<file path="src/rtl/ntt_ctrl_if.sv">
// ntt_ctrl_if: control/address bundle between the NTT sequencer and its memory/BFU path.
interface ntt_ctrl_if #(parameter int LOGN = 8);
  logic i_start, i_intt, i_algo, i_copy;
  logic o_busy, o_done, o_rd_en, o_wr_en;
  logic o_bfu_intt, o_bfu_algo, o_bfu_skip;
  logic [LOGN-1:0] o_rd_addr_a, o_rd_addr_b, o_tw_addr, o_wr_addr_a, o_wr_addr_b;
  modport master (
    output i_start, i_intt, i_algo, i_copy,
    input  o_busy, o_done, o_rd_en, o_rd_addr_a, o_rd_addr_b, o_tw_addr,
           o_bfu_intt, o_bfu_algo, o_bfu_skip, o_wr_en, o_wr_addr_a, o_wr_addr_b
  );
  modport slave (
    input  i_start, i_intt, i_algo, i_copy,
    output o_busy, o_done, o_rd_en, o_rd_addr_a, o_rd_addr_b, o_tw_addr,
           o_bfu_intt, o_bfu_algo, o_bfu_skip, o_wr_en, o_wr_addr_a, o_wr_addr_b
  );
endinterface

</file>
<file path="src/rtl/ntt_ctrl.sv">
// ntt_ctrl: walks the NTT/INTT butterfly schedule, issuing pair/twiddle reads and
// LAT-delayed write-backs with drain bubbles between layers.
module ntt_ctrl #(
  parameter int N       = 256,
  parameter int LOGN    = 8,
  parameter int MEM_LAT = 1,
  parameter int BFU_LAT = 4
) (
  input logic      i_clk,
  input logic      i_rst,
  ntt_ctrl_if.slave bus
);
  localparam int LAT = MEM_LAT + BFU_LAT;
  localparam int SW  = $clog2(LOGN);
  localparam int DW  = $clog2(LAT + 1);
  localparam logic [SW-1:0]   SH_MAX   = SW'(LOGN - 1);
  localparam logic [SW-1:0]   SH_ONE   = SW'(1);
  localparam logic [LOGN-2:0] CNT_ONE  = (LOGN-1)'(1);
  localparam logic [LOGN-2:0] CNT_LAST = '1;
  localparam logic [DW-1:0]   D_LAST   = DW'(LAT - 1);
  localparam logic [DW-1:0]   D_ONE    = DW'(1);
  localparam logic [LOGN-1:0] A_ONE    = LOGN'(1);
  localparam logic [LOGN-1:0] HALF     = LOGN'(N / 2);
  typedef enum logic [1:0] {IDLE, ISSUE, DRAIN, FIN} state_t;
  state_t state_q;
  logic [SW-1:0] sh_q, sh_d, first_sh, next_sh;
  logic [LOGN-2:0] cnt_q, cnt_d;
  logic [DW-1:0] dcnt_q;
  logic intt_q, algo_q, skip_q, busy_q, done_q, rd_en_q;
  logic [LOGN-1:0] rd_a_q, rd_b_q, tw_q, a_d, b_d, tw_d, msk, blk, m, c_ext;
  logic intt_m, skip_m, last_layer, drain_end, issue;
  logic dv_q [LAT];
  logic [LOGN-1:0] da_q [LAT];
  logic [LOGN-1:0] db_q [LAT];
  // sh is log2(len); a = block*2len + offset, twiddle k = m+blk (NTT) or 2m-1-blk (INTT)
  always_comb begin
    skip_m     = state_q == IDLE ? bus.i_copy : skip_q;
    intt_m     = state_q == IDLE ? bus.i_intt & ~bus.i_copy : intt_q;
    first_sh   = (bus.i_intt & ~bus.i_copy) ? {{(SW-1){1'b0}}, ~bus.i_algo} : SH_MAX;
    next_sh    = intt_q ? sh_q + SH_ONE : sh_q - SH_ONE;
    last_layer = skip_q | (intt_q ? sh_q == SH_MAX : sh_q == {{(SW-1){1'b0}}, ~algo_q});
    drain_end  = state_q == DRAIN && dcnt_q == D_LAST;
    issue      = (state_q == IDLE && bus.i_start) || (state_q == ISSUE && cnt_q != CNT_LAST) ||
                 (drain_end && !last_layer);
    sh_d       = state_q == IDLE ? first_sh : drain_end ? next_sh : sh_q;
    cnt_d      = state_q == ISSUE ? cnt_q + CNT_ONE : '0;
    c_ext      = LOGN'(cnt_d);
    msk        = (A_ONE << sh_d) - A_ONE;
    a_d        = ((c_ext & ~msk) << 1) | (c_ext & msk);
    b_d        = a_d + (A_ONE << sh_d);
    blk        = c_ext >> sh_d;
    m          = HALF >> sh_d;
    tw_d       = skip_m ? '0 : intt_m ? (m << 1) - A_ONE - blk : m + blk;
  end
  always_ff @(posedge i_clk or posedge i_rst) begin
    if (i_rst) begin
      state_q <= IDLE;
      sh_q    <= '0;
      cnt_q   <= '0;
      dcnt_q  <= '0;
      intt_q  <= 1'b0;
      algo_q  <= 1'b0;
      skip_q  <= 1'b0;
      busy_q  <= 1'b0;
      done_q  <= 1'b0;
      rd_en_q <= 1'b0;
      rd_a_q  <= '0;
      rd_b_q  <= '0;
      tw_q    <= '0;
    end else begin
      sh_q    <= sh_d;
      cnt_q   <= cnt_d;
      dcnt_q  <= state_q == DRAIN ? dcnt_q + D_ONE : '0;
      done_q  <= 1'b0;
      rd_en_q <= issue;
      if (issue) begin
        rd_a_q <= a_d;
        rd_b_q <= b_d;
        tw_q   <= tw_d;
      end
      case (state_q)
        IDLE: if (bus.i_start) begin
          state_q <= ISSUE;
          intt_q  <= bus.i_intt & ~bus.i_copy;
          algo_q  <= bus.i_algo;
          skip_q  <= bus.i_copy;
          busy_q  <= 1'b1;
        end
        ISSUE: if (cnt_q == CNT_LAST) state_q <= DRAIN;
        DRAIN: if (drain_end) begin
          state_q <= last_layer ? FIN : ISSUE;
          done_q  <= last_layer;
          busy_q  <= ~last_layer;
        end
        FIN: begin
          state_q <= IDLE;
          intt_q  <= 1'b0;
          algo_q  <= 1'b0;
          skip_q  <= 1'b0;
        end
        default: state_q <= IDLE;
      endcase
    end
  end
  // write-back delay line keeps shifting through DRAIN and IDLE
  always_ff @(posedge i_clk or posedge i_rst) begin
    if (i_rst) begin
      for (int i = 0; i < LAT; i++) begin
        dv_q[i] <= 1'b0;
        da_q[i] <= '0;
        db_q[i] <= '0;
      end
    end else begin
      dv_q[0] <= rd_en_q;
      da_q[0] <= rd_a_q;
      db_q[0] <= rd_b_q;
      for (int i = 1; i < LAT; i++) begin
        dv_q[i] <= dv_q[i-1];
        da_q[i] <= da_q[i-1];
        db_q[i] <= db_q[i-1];
      end
    end
  end
  assign bus.o_busy      = busy_q;
  assign bus.o_done      = done_q;
  assign bus.o_rd_en     = rd_en_q;
  assign bus.o_rd_addr_a = rd_a_q;
  assign bus.o_rd_addr_b = rd_b_q;
  assign bus.o_tw_addr   = tw_q;
  assign bus.o_bfu_intt  = intt_q;
  assign bus.o_bfu_algo  = algo_q;
  assign bus.o_bfu_skip  = skip_q;
  assign bus.o_wr_en     = dv_q[LAT-1];
  assign bus.o_wr_addr_a = da_q[LAT-1];
  assign bus.o_wr_addr_b = db_q[LAT-1];
endmodule

</file>
<file path="src/flat_wrapper.sv">
// flat-port wrapper written by rule: the top's interface ports become plain ports
module ntt_ctrl_flat 
#(
  parameter int N       = 256,
  parameter int LOGN    = 8,
  parameter int MEM_LAT = 1,
  parameter int BFU_LAT = 4
)
  (i_clk, i_rst, bus_i_start, bus_i_intt, bus_i_algo, bus_i_copy, bus_o_busy, bus_o_done, bus_o_rd_en, bus_o_rd_addr_a, bus_o_rd_addr_b, bus_o_tw_addr, bus_o_bfu_intt, bus_o_bfu_algo, bus_o_bfu_skip, bus_o_wr_en, bus_o_wr_addr_a, bus_o_wr_addr_b);
  ntt_ctrl_if #(.LOGN(LOGN)) bus_i ();
  input logic i_clk;
  input logic i_rst;
  input wire logic [$bits(bus_i.i_start)-1:0] bus_i_start;
  input wire logic [$bits(bus_i.i_intt)-1:0] bus_i_intt;
  input wire logic [$bits(bus_i.i_algo)-1:0] bus_i_algo;
  input wire logic [$bits(bus_i.i_copy)-1:0] bus_i_copy;
  output wire logic [$bits(bus_i.o_busy)-1:0] bus_o_busy;
  output wire logic [$bits(bus_i.o_done)-1:0] bus_o_done;
  output wire logic [$bits(bus_i.o_rd_en)-1:0] bus_o_rd_en;
  output wire logic [$bits(bus_i.o_rd_addr_a)-1:0] bus_o_rd_addr_a;
  output wire logic [$bits(bus_i.o_rd_addr_b)-1:0] bus_o_rd_addr_b;
  output wire logic [$bits(bus_i.o_tw_addr)-1:0] bus_o_tw_addr;
  output wire logic [$bits(bus_i.o_bfu_intt)-1:0] bus_o_bfu_intt;
  output wire logic [$bits(bus_i.o_bfu_algo)-1:0] bus_o_bfu_algo;
  output wire logic [$bits(bus_i.o_bfu_skip)-1:0] bus_o_bfu_skip;
  output wire logic [$bits(bus_i.o_wr_en)-1:0] bus_o_wr_en;
  output wire logic [$bits(bus_i.o_wr_addr_a)-1:0] bus_o_wr_addr_a;
  output wire logic [$bits(bus_i.o_wr_addr_b)-1:0] bus_o_wr_addr_b;
  assign bus_i.i_start = bus_i_start;
  assign bus_i.i_intt = bus_i_intt;
  assign bus_i.i_algo = bus_i_algo;
  assign bus_i.i_copy = bus_i_copy;
  assign bus_o_busy = bus_i.o_busy;
  assign bus_o_done = bus_i.o_done;
  assign bus_o_rd_en = bus_i.o_rd_en;
  assign bus_o_rd_addr_a = bus_i.o_rd_addr_a;
  assign bus_o_rd_addr_b = bus_i.o_rd_addr_b;
  assign bus_o_tw_addr = bus_i.o_tw_addr;
  assign bus_o_bfu_intt = bus_i.o_bfu_intt;
  assign bus_o_bfu_algo = bus_i.o_bfu_algo;
  assign bus_o_bfu_skip = bus_i.o_bfu_skip;
  assign bus_o_wr_en = bus_i.o_wr_en;
  assign bus_o_wr_addr_a = bus_i.o_wr_addr_a;
  assign bus_o_wr_addr_b = bus_i.o_wr_addr_b;
  ntt_ctrl #(.N(N), .LOGN(LOGN), .MEM_LAT(MEM_LAT), .BFU_LAT(BFU_LAT)) u_core (.i_clk(i_clk), .i_rst(i_rst), .bus(bus_i));
endmodule
</file>
<file path="config.mk">
export PLATFORM = sky130hd
export DESIGN_NAME = ntt_ctrl_flat
export DESIGN_NICKNAME = d
export VERILOG_FILES = /design/src/rtl/ntt_ctrl_if.sv /design/src/rtl/ntt_ctrl.sv /design/src/flat_wrapper.sv
export SDC_FILE = /design/constraint.sdc
export NUM_CORES = 1
export LEC_CHECK = 0
export ABC_AREA = 1
export CORE_MARGIN = 2
export CORE_UTILIZATION = 60
export DETAILED_ROUTE_END_ITERATION = 7
export PLACE_DENSITY = 0.89
export SYNTH_ARGS = -nofsm -noshare
export SYNTH_HDL_FRONTEND = slang
export SYNTH_SLANG_ARGS = --single-unit
</file>
<file path="constraint.sdc">
create_clock -name i_clk -period 8 [get_ports i_clk]
set_clock_uncertainty 0.2 [all_clocks]
set_input_delay 1.6 -clock i_clk [delete_from_list [all_inputs] [get_ports i_clk]]
set_output_delay 1.6 -clock i_clk [all_outputs]
set_load 0.01 [all_outputs]
</file>
=== Yosys cells after proc, flatten, opt, wreduce, memory -nomap -nowiden ===
Index checks and enable logic that the tools add are counted.
Widths: inputs -> output; s select.

* Word-level logic and storage cells: 101
* Input bits: 6
* Output and inout bits: 47
* Bits in registers: 130

* Reductions and logical operators: 13
* Mux-type cells: 27
* Bitwise gates (word level): 10
* Shift operators: 3
* Equality and inequality tests: 11
* $add $sub $neg: 9

{| class="wikitable"
|+ Operator list
! kind !! number
|-
| $add 8x8->8 || 2
|-
| $mux 8 || 2
|-
| $sub 8x1->8 const B || 2
|-
| $mux 3 || 5
|-
| $mux 1 || 10
|-
| $and 7x8->8 || 1
|-
| $mux 2 || 4
|-
| $or 8x8->8 || 1
|-
| $pmux 1 s2 || 4
|-
| $pmux 2 s4 || 1
|-
| $shl 1x3->8 const A || 1
|-
| $shr 7x3->8 || 1
|-
| $shr 8x3->8 const A || 1
|-
| $sub 8x8->8 || 1
|-
| $add 7x1->7 const B || 1
|-
| $and 7x7->7 || 1
|-
| $eq 7x7->1 const B || 1
|-
| $mux 7 || 1
|-
| $ne 7x7->1 const B || 1
|-
| $not 7->7 || 1
|-
| $add 3x1->3 const B || 2
|-
| $eq 3x3->1 const B || 2
|-
| $reduce_and 3->1 || 2
|-
| $eq 2x2->1 const B || 2
|-
| other kinds (14) || 23
|}

=== Depth between registers and ports, before layout ===
Gate-level depths: netlist of run 1.

* Depth in word-level cells: 10
* Mapped depth: 30
* Depth with buffers taken out: 30

=== Least setup slack after synthesis of run 1 ===
Ideal clock, no wire load.

* Path kind: input port to flip-flop
* From: input port bus_i_copy
* To: register u_core.rd_b_q[7], in the netlist u_core.bus.o_rd_addr_b[7]
* Setup slack: 3234 ps
* Arrival time: 4501 ps
* Buffers on the path: 0
* Cell stages on the path: 22
* Path through: inv_1 -> nand2_1 -> o21ai_0 -> nand2_2 -> nor2_1 -> inv_1 -> nor2_1 -> inv_1 -> ha_1 -> xnor2_1 -> a22o_1 -> ha_1 -> a21oi_1 -> o21ai_0 -> nand2_1 -> nand2_1 -> a21oi_1 -> xnor2_1 -> inv_1 -> nand4_1 -> nand3_1 -> nand2_1

* Word-level cells in the longest chain between the ends: 10

{| class="wikitable"
|+ Ends and longest elaborated chain
! element !! line !! RTL
|-
| start: declaration || flat_wrapper.sv:16 || <nowiki>input wire logic [$bits(bus_i.i_copy)-1:0] bus_i_copy;</nowiki>
|-
| $not 1->1 * || ntt_ctrl.sv:39 || <nowiki>first_sh = (bus.i_intt & ~bus.i_copy) ? {{(SW-1){1'b0}}, ~bus.i_algo} : SH_MAX;</nowiki>
|-
| $and 1x1->1 * || ntt_ctrl.sv:39 ||
|-
| $mux 3 * || ntt_ctrl.sv:39 ||
|-
| $mux 3 * || ntt_ctrl.sv:45 || <nowiki>sh_d = state_q == IDLE ? first_sh : drain_end ? next_sh : sh_q;</nowiki>
|-
| named net u_core.sh_d[0] || ntt_ctrl.sv:26 || <nowiki>logic [SW-1:0] sh_q, sh_d, first_sh, next_sh;</nowiki>
|-
| $shl 1x3->8 * || ntt_ctrl.sv:48 || <nowiki>msk = (A_ONE << sh_d) - A_ONE;</nowiki>
|-
| $sub 8x1->8 * || ntt_ctrl.sv:48 ||
|-
| $not 7->7 || ntt_ctrl.sv:49 || <nowiki>a_d = ((c_ext & ~msk) << 1) | (c_ext & msk);</nowiki>
|-
| $and 7x7->7 || ntt_ctrl.sv:49 ||
|-
| $or 8x8->8 * || ntt_ctrl.sv:49 ||
|-
| named net u_core.a_d[2] || ntt_ctrl.sv:30 || <nowiki>logic [LOGN-1:0] rd_a_q, rd_b_q, tw_q, a_d, b_d, tw_d, msk, blk, m, c_ext;</nowiki>
|-
| $add 8x8->8 * || ntt_ctrl.sv:50 || <nowiki>b_d = a_d + (A_ONE << sh_d);</nowiki>
|-
| end signal: assignment || ntt_ctrl.sv:68 || <nowiki>rd_b_q <= '0;</nowiki>
|-
| end signal: assignment || ntt_ctrl.sv:78 || <nowiki>rd_b_q <= b_d;</nowiki>
|-
| end: declaration || ntt_ctrl.sv:30 ||
|}

Mark *: on every way through the listed nets, which the timed path passes. The rest lies on a longest branch.
A chain may end at the register's enable or synchronous reset.

=== Final worst setup path of run 1 ===
Ends and elaborated chain as after synthesis.

==> results.py, run 1 <==
metrics = {
    "timing": {
        "max_slew_margin_pct": 27.3,
        "rsz0062_at_grt": "no",
        "tns_ps": 0,
        "setup_ws_ps": 2600,
        "setup_viol": 0,
        "fmax_mhz": 185,
        "worst_pin_slew_ps": 1090,
        "finalMaxSlewViolations": 0,
        "finalHoldViolCount": 0,
        "period_needed_ps": 5400,
        "finalCritPeriodShare_pct": 67.5,
    },
    "clocking": {
        "ctsHoldBuffers": 0,
        "clock_tree.buffer_depth": 2,
        "clock_sinks": 130,
        "cts_buffers": 17,
        "clk_pin_slew_ps": 60,
        "ctsResizeCount": 0,
        "worstSkewPairLatency_ps": 500,
        "cts_root_buffer": "clkbuf_8",
        "htreeDepth": 4,
        "post_cts_buffers": 0,
        "cts_tree": "done",
    },
    "critical_path": {
        "slowest_delay_ps": 410,
        "r2r_cells": 25,
        "crit_type": "in2reg",
        "startpoint": "bus_i_copy",
        "slowest_stage": "clkdlybuf4s50_1",
        "cp.depth": 23,
        "r2r_start": "u_core.sh_q[0]$_DFF_PP0_",
        "arrival_ps": 5590,
        "required_ps": 8190,
        "cpLargestDelayFamily": "simple AND/OR/NAND/NOR gates",
        "worst_setup_path_end_kind": "flip-flop",
        "critical_path_buf_inv_count": 6,
        "path_cells": "clkdlybuf4s50_1 -> inv_1 -> nand2_1 -> nor2_1 -> inv_1 -> nand2_4 -> inv_4 -> nor3_2 -> inv_1 -> ha_1 -> xnor2_1 -> a22o_1 -> ha_1 -> a21oi_1 -> o21ai_0 -> nand2_1 -> nand2_1 -> a21oi_1 -> xnor2_1 -> inv_1 -> nand4_1 -> nand3_1 -> nand2_1",
        "critPathMaxFanout": 13,
        "worstSetupStartpointType": "input port",
    },
    "detailed_routing": {
        "detail_route.wl_per_cell_um": 16.5,
        "drt_first_pass_iters": 5,
        "vias": 3920,
        "ant_nets": 0,
        "drt_first_iter_violations": 235,
        "routed_wl_um": 12000,
        "drc": 0,
        "maxUsedRoutingLayer": "met4",
        "dr_wl_met3_um": 444,
        "wl_met2_um": 6390,
        "wl_met1_um": 4960,
        "viasPerCell": 5.38,
    },
    "finish": {
        "seq_area_um2": 3250,
        "layout-drive-gt1-share_pct": 8.91,
        "nets": 636,
        "n_antenna_cell": 0,
        "fillers": 651,
        "fin_area_um2": 6620,
        "multi_input_area_um2": 1840,
        "fin_util_pct": 73.1,
        "areaGrowthSynthToFinish_pct": 19.9,
    },
    "logic_synthesis": {
        "synth_flop_cell": "dfrtp_1",
        "synth.avg_cell_area_um2": 9.97,
        "netlist_instances": 554,
        "synthArstFlopShare_pct": 100,
        "synth.most_common_cell": "dfrtp_1",
        "synthTopCellsByCount": "dfrtp_1 (130), nand2_1 (128), inv_1 (68), nor2_1 (36), nand3_1 (34)",
        "synthTopCellsByArea": "dfrtp_1 (59%), nand2_1 (8.7%), ha_1 (5.0%)",
        "synth_cell_types": 43,
        "ys_seq_area_share_pct": 58.9,
        "synth_area_um2": 5520,
        "ys_warn_count": 0,
        "synth-seq-cells": 130,
        "syn_nets": 586,
        "synth_edf_count": 0,
        "synth.largest_area_cell": "dfrtp_1",
        "synth_top_area_share_pct": 58.9,
    },
    "status": {
        "status": "finished clean",
    },
    "global_route": {
        "grtUsageTotal_pct": 26.8,
        "grt_pass1_wl_um": 20300,
        "grt_pass1_vias": 4120,
        "grt_overflow_total": 0,
        "grt_max_degree": 95,
        "grt_antenna_before_repair": 0,
    },
    "power": {
        "p_leak_nw": 3.29,
        "ir_drop_mv": 0.143,
        "powerDensity_nw_per_um2": 219,
        "total_power_mw": 1.45,
    },
    "placed_design": {
        "gp_congestion": 0.912,
        "hpwl_um": 8320,
        "io_buffer_count": 52,
        "post-place-ws_ps": 2280,
        "placed_area_um2": 6030,
    },
    "worst_hold_path": {
        "whs_path_depth": 0,
        "min_from": "u_core.da_q[21]$_DFF_PP0_",
        "hold_class": "reg2reg",
    },
    "die": {
        "fp.dieArea_um2": 9990,
        "coreArea_um2": 9060,
        "dieHeight_um": 99.9,
        "rows": 35,
        "start_util_pct": 60.9,
        "die_w_um": 99.9,
        "pin_count": 53,
    },
    "run": {
        "cap_violations": 0,
    },
}
==> cells by family after synthesis <==
kind of cell | after synthesis | share of synthesized area, %
fa+ha+maj | 26 | 6.43
flops | 130 | 58.9
other cells | 1 | 0.0679
buf+inv | 93 | 7.82
xor+xnor | 12 | 1.90
compound gates | 72 | 7.41
simple gates | 220 | 17.5
==> per-layer routing <==
layer	vias up	track usage [%]
met3	18	6.06
met5	-	0
met2	111	47.5
met1	1941	32.9
met4	0	8.32
li1	1850	-
==> placed cells by master (no fill, tap or decap), types with 3 or more instances in the layout <==
master / Yosys / routed
o22ai_1: 4 / 4
clkinvlp_4: 0 / 3
xnor2_1: 5 / 5
inv_8: 0 / 3
clkdlybuf4s50_1: 0 / 52
nand2_2: 4 / 4
inv_1: 68 / 67
nand2_1: 128 / 128
xor2_1: 7 / 7
dfrtp_1: 130 / 130
nand3_1: 34 / 34
inv_6: 0 / 4
a21oi_1: 22 / 22
fa_1: 4 / 4
clkinv_4: 1 / 3
nand2_4: 3 / 3
o21ai_0: 32 / 32
clkbuf_16: 0 / 16
nor2_1: 36 / 36
nor2_4: 3 / 3
ha_1: 22 / 22
==> metrics by stage <==
| stage | hold WS [ps] | std cells |
|---|---|---|
| 5_1_grt | 151 | 728 |
| 3_5_place_dp | 135 | 696 |
| 4_1_cts | 145 | 728 |
| 6_report | 143 | 728 |
| 2_1_floorplan | 131 | 554 |
| 3_3_place_gp | 132 | 696 |
==> final cells by class <==
| class | count | share of cell area, % |
|---|---|---|
| timing repair buffer | 53 | 7.97 |
| clock inverter | 15 | 2.63 |
| multi-input combinational | 331 | 27.8 |
| clock buffer | 17 | 6.25 |
| inverter | 71 | 4.18 |
| sequential | 130 | 49.1 |
| tap | 111 | 2.10 |
==> worst paths after layout <==
kind                       slack, ps                                     to
setup / recovery                2600  u_core.bus.o_rd_addr_b[7]$_DFFE_PP0P_
hold / removal                   140              u_core.da_q[13]$_DFF_PP0_
setup reg to reg                3390  u_core.bus.o_rd_addr_b[7]$_DFFE_PP0P_
hold reg to reg                  140              u_core.da_q[13]$_DFF_PP0_
max in group asynchronous       4870  u_core.bus.o_rd_addr_b[6]$_DFFE_PP0P_
min in group asynchronous       1270              u_core.db_q[16]$_DFF_PP0_
==> state kept, by name, summed over array words and instances, names as in the netlist, 4 cells and up <==
signal                  cells
u_core.bus.o_rd_addr_a      8
u_core.bus.o_rd_addr_b      8
u_core.bus.o_tw_addr        8
u_core.bus.o_wr_addr_a      8
u_core.bus.o_wr_addr_b      8
u_core.cnt_q                7
u_core.da_q                32
u_core.db_q                32
u_core.dv_q                 4
==> power by group <==
group	internal, mW	switching (mW)	leakage, nW	total (mW)
Clock	0.453	0.301	0.281	0.754
Sequential	0.663	0.00284	1.51	0.666
Combinational	0.0110	0.0220	1.50	0.0330
Total	1.13	0.326	3.29	1.45
Power figures use the tool's default switching activity.
==> run 2: changes to the inputs <==
--- a/config.mk
+++ b/config.mk
@@ -7,9 +7,9 @@
 export LEC_CHECK = 0
 export ABC_AREA = 1
 export CORE_MARGIN = 2
-export CORE_UTILIZATION = 60
+export CORE_UTILIZATION = 57
 export DETAILED_ROUTE_END_ITERATION = 7
-export PLACE_DENSITY = 0.89
+export PLACE_DENSITY = 0.86
 export SYNTH_ARGS = -nofsm -noshare
 export SYNTH_HDL_FRONTEND = slang
 export SYNTH_SLANG_ARGS = --single-unit
==> constraint.sdc (replaced) <==
create_clock -name i_clk -period 5.3 [get_ports i_clk]
set_clock_uncertainty 0.2 [all_clocks]
set_input_delay 1.06 -clock i_clk [delete_from_list [all_inputs] [get_ports i_clk]]
set_output_delay 1.06 -clock i_clk [all_outputs]
set_load 0.01 [all_outputs]
==> results.py, run 2 (synthesis gave the netlist of run 1 again) <==
metrics = {
    "status": {
        "status": "finished clean",
    },
    "power": {
        "internal_power_mw": 1.66,
        "ir_drop_mv": 0.189,
        "switching_power_uw": 485,
        "powerDensity_nw_per_um2": 323,
        "power_frac_comb_pct": 2.3,
        "swShare_pct": 22.6,
        "seqPwrFrac_pct": 46.9,
        "clock_power_share_pct": 50.8,
        "total_power_mw": 2.14,
        "p_leak_nw": 3.30,
    },
    "finish": {
        "layout-drive-gt1-share_pct": 9.34,
        "final_common_cell": "dfrtp_1",
        "nets": 640,
        "n_antenna_cell": 0,
        "top_regs": "u_core.da_q: 32 flops, u_core.db_q: 32 flops",
        "multi_input_area_um2": 1840,
        "seq_area_um2": 3250,
        "final_cell_mix": "dfrtp_1 (130), nand2_1 (128), inv_1 (67)",
        "fin_area_um2": 6640,
        "fillers": 691,
        "areaGrowthSynthToFinish_pct": 20.3,
    },
    "clocking": {
        "clock_tree.buffer_depth": 2,
        "clock_sinks": 130,
        "htreeDepth": 4,
        "cts_tree": "done",
        "cts_buffers": 17,
        "clk_pin_slew_ps": 70,
        "cts_root_buffer": "clkbuf_8",
        "ctsHoldBuffers": 0,
        "ctsResizeCount": 0,
        "worstSkewPairLatency_ps": 510,
        "post_cts_buffers": 0,
    },
    "detailed_routing": {
        "routed_wl_um": 11800,
        "drt_first_iter_violations": 199,
        "drc": 0,
        "drt_first_pass_iters": 5,
        "viasPerCell": 5.32,
        "vias": 3987,
        "detail_route.wl_per_cell_um": 15.7,
        "ant_nets": 0,
    },
    "critical_path": {
        "path_cells": "clkdlybuf4s50_1 -> inv_1 -> nand2_1 -> o21ai_0 -> nand2_2 -> nor2_1 -> inv_1 -> nor2_1 -> inv_1 -> ha_1 -> o21ai_0 -> ha_1 -> a21oi_1 -> o21ai_0 -> nand2_1 -> nand2_1 -> a21oi_1 -> xnor2_1 -> inv_1 -> nand4_1 -> nand3_1 -> nand2_1",
        "worstSetupStartpointType": "input port",
        "worst_setup_path_end_kind": "flip-flop",
        "crit_type": "in2reg",
        "critPathMaxFanout": 7,
        "slowest_stage": "o21ai_0",
        "slowest_delay_ps": 490,
        "required_ps": 5490,
        "cpLargestDelayFamily": "compound AO/OA/AOI/OAI gates",
        "critical_path_buf_inv_count": 5,
        "arrival_ps": 4940,
    },
    "timing": {
        "max_slew_margin_pct": 59.1,
        "fmax_mhz": 211,
        "setup_viol": 0,
        "finalMaxSlewViolations": 0,
        "worst_pin_slew_ps": 614,
        "finalHoldViolCount": 0,
        "rsz0062_at_grt": "no",
        "period_needed_ps": 4750,
        "tns_ps": 0,
        "finalCritPeriodShare_pct": 89.6,
        "setup_ws_ps": 552,
    },
    "placed_design": {
        "hpwl_um": 8010,
        "post-place-ws_ps": 280,
        "placed_area_um2": 6090,
        "gp_congestion": 0.879,
        "io_buffer_count": 52,
    },
    "die": {
        "start_util_pct": 59.2,
        "die_w_um": 102,
        "fp.dieArea_um2": 10500,
        "dieHeight_um": 102,
        "rows": 35,
        "coreArea_um2": 9330,
        "pin_count": 53,
    },
    "run": {
        "cap_violations": 0,
    },
    "global_route": {
        "grt_pass1_vias": 4122,
        "grtUsageTotal_pct": 24.9,
        "grt_pass1_wl_um": 19700,
        "grt_overflow_total": 0,
        "grt_max_degree": 56,
        "grt_antenna_before_repair": 0,
    },
    "worst_hold_path": {
        "hold_class": "reg2reg",
    },
}
run 2: cell count changes in the layout (fill, tap and decap cells not counted), sizes merged:
cell / before / now
clkinv: 4 / 6
buf: 1 / 5
bufinv: 2 / 1
inv: 77 / 75
clkinvlp: 3 / 2
clkbuf: 17 / 19
run 2: cell type report:
| type | count | area share (%) |
|---|---|---|
| Clock buffer | 19 | 6.50 |
| Clock inverter | 13 | 1.88 |
| Inverter | 71 | 4.16 |
| Multi-Input combinational cell | 331 | 27.7 |
| Sequential cell | 130 | 49.0 |
| Tap cell | 129 | 2.43 |
| Timing Repair Buffer | 57 | 8.40 |
run 2: per-stage QoR:
step           hold slack (ps)  std cells  util [%]
2_1_floorplan              131        554         -
3_3_place_gp               131        718      65.3
3_5_place_dp               135        718      65.3
4_1_cts                    140        750      71.2
5_1_grt                    140        750      71.2
6_report                   138        750      71.2
run 2: worst paths after layout:
kind                                                        start                               endpoint  slack, ps  cells after the start
worst max-delay path                                   bus_i_copy  u_core.bus.o_rd_addr_b[7]$_DFFE_PP0P_        550                     22
worst min-delay path                    u_core.db_q[25]$_DFF_PP0_              u_core.db_q[17]$_DFF_PP0_        140                      0
worst max register to register  u_core.bus.o_bfu_intt$_DFFE_PP0P_  u_core.bus.o_rd_addr_b[7]$_DFFE_PP0P_        790                     23
worst min register to register          u_core.db_q[25]$_DFF_PP0_              u_core.db_q[17]$_DFF_PP0_        140                      0
max in group asynchronous                                   i_rst              u_core.da_q[27]$_DFF_PP0_       3130                      3
min in group asynchronous                                   i_rst              u_core.db_q[16]$_DFF_PP0_        800                      2
run 2: power by group through the flow:
stage | Sequential [mW] | Clock (mW) | Combinational (mW)
after floorplan | 1.02 | 0 | 0.0259
after global placement | 1.02 | 0 | 0.0495
after detailed placement | 1.02 | 0 | 0.0505
after CTS | 1.01 | 1.11 | 0.0509
after global routing | 1.01 | 1.16 | 0.0570
final | 1.01 | 1.09 | 0.0493
run 2: layer usage:
layer  wire [um]  vias up  GRT usage (%)
met1        4990     1955           30.0
met2        5990      150           43.3
met4         235        0           9.23
met5           0        -              0
met3         588       27           6.29
li1            -     1855              -
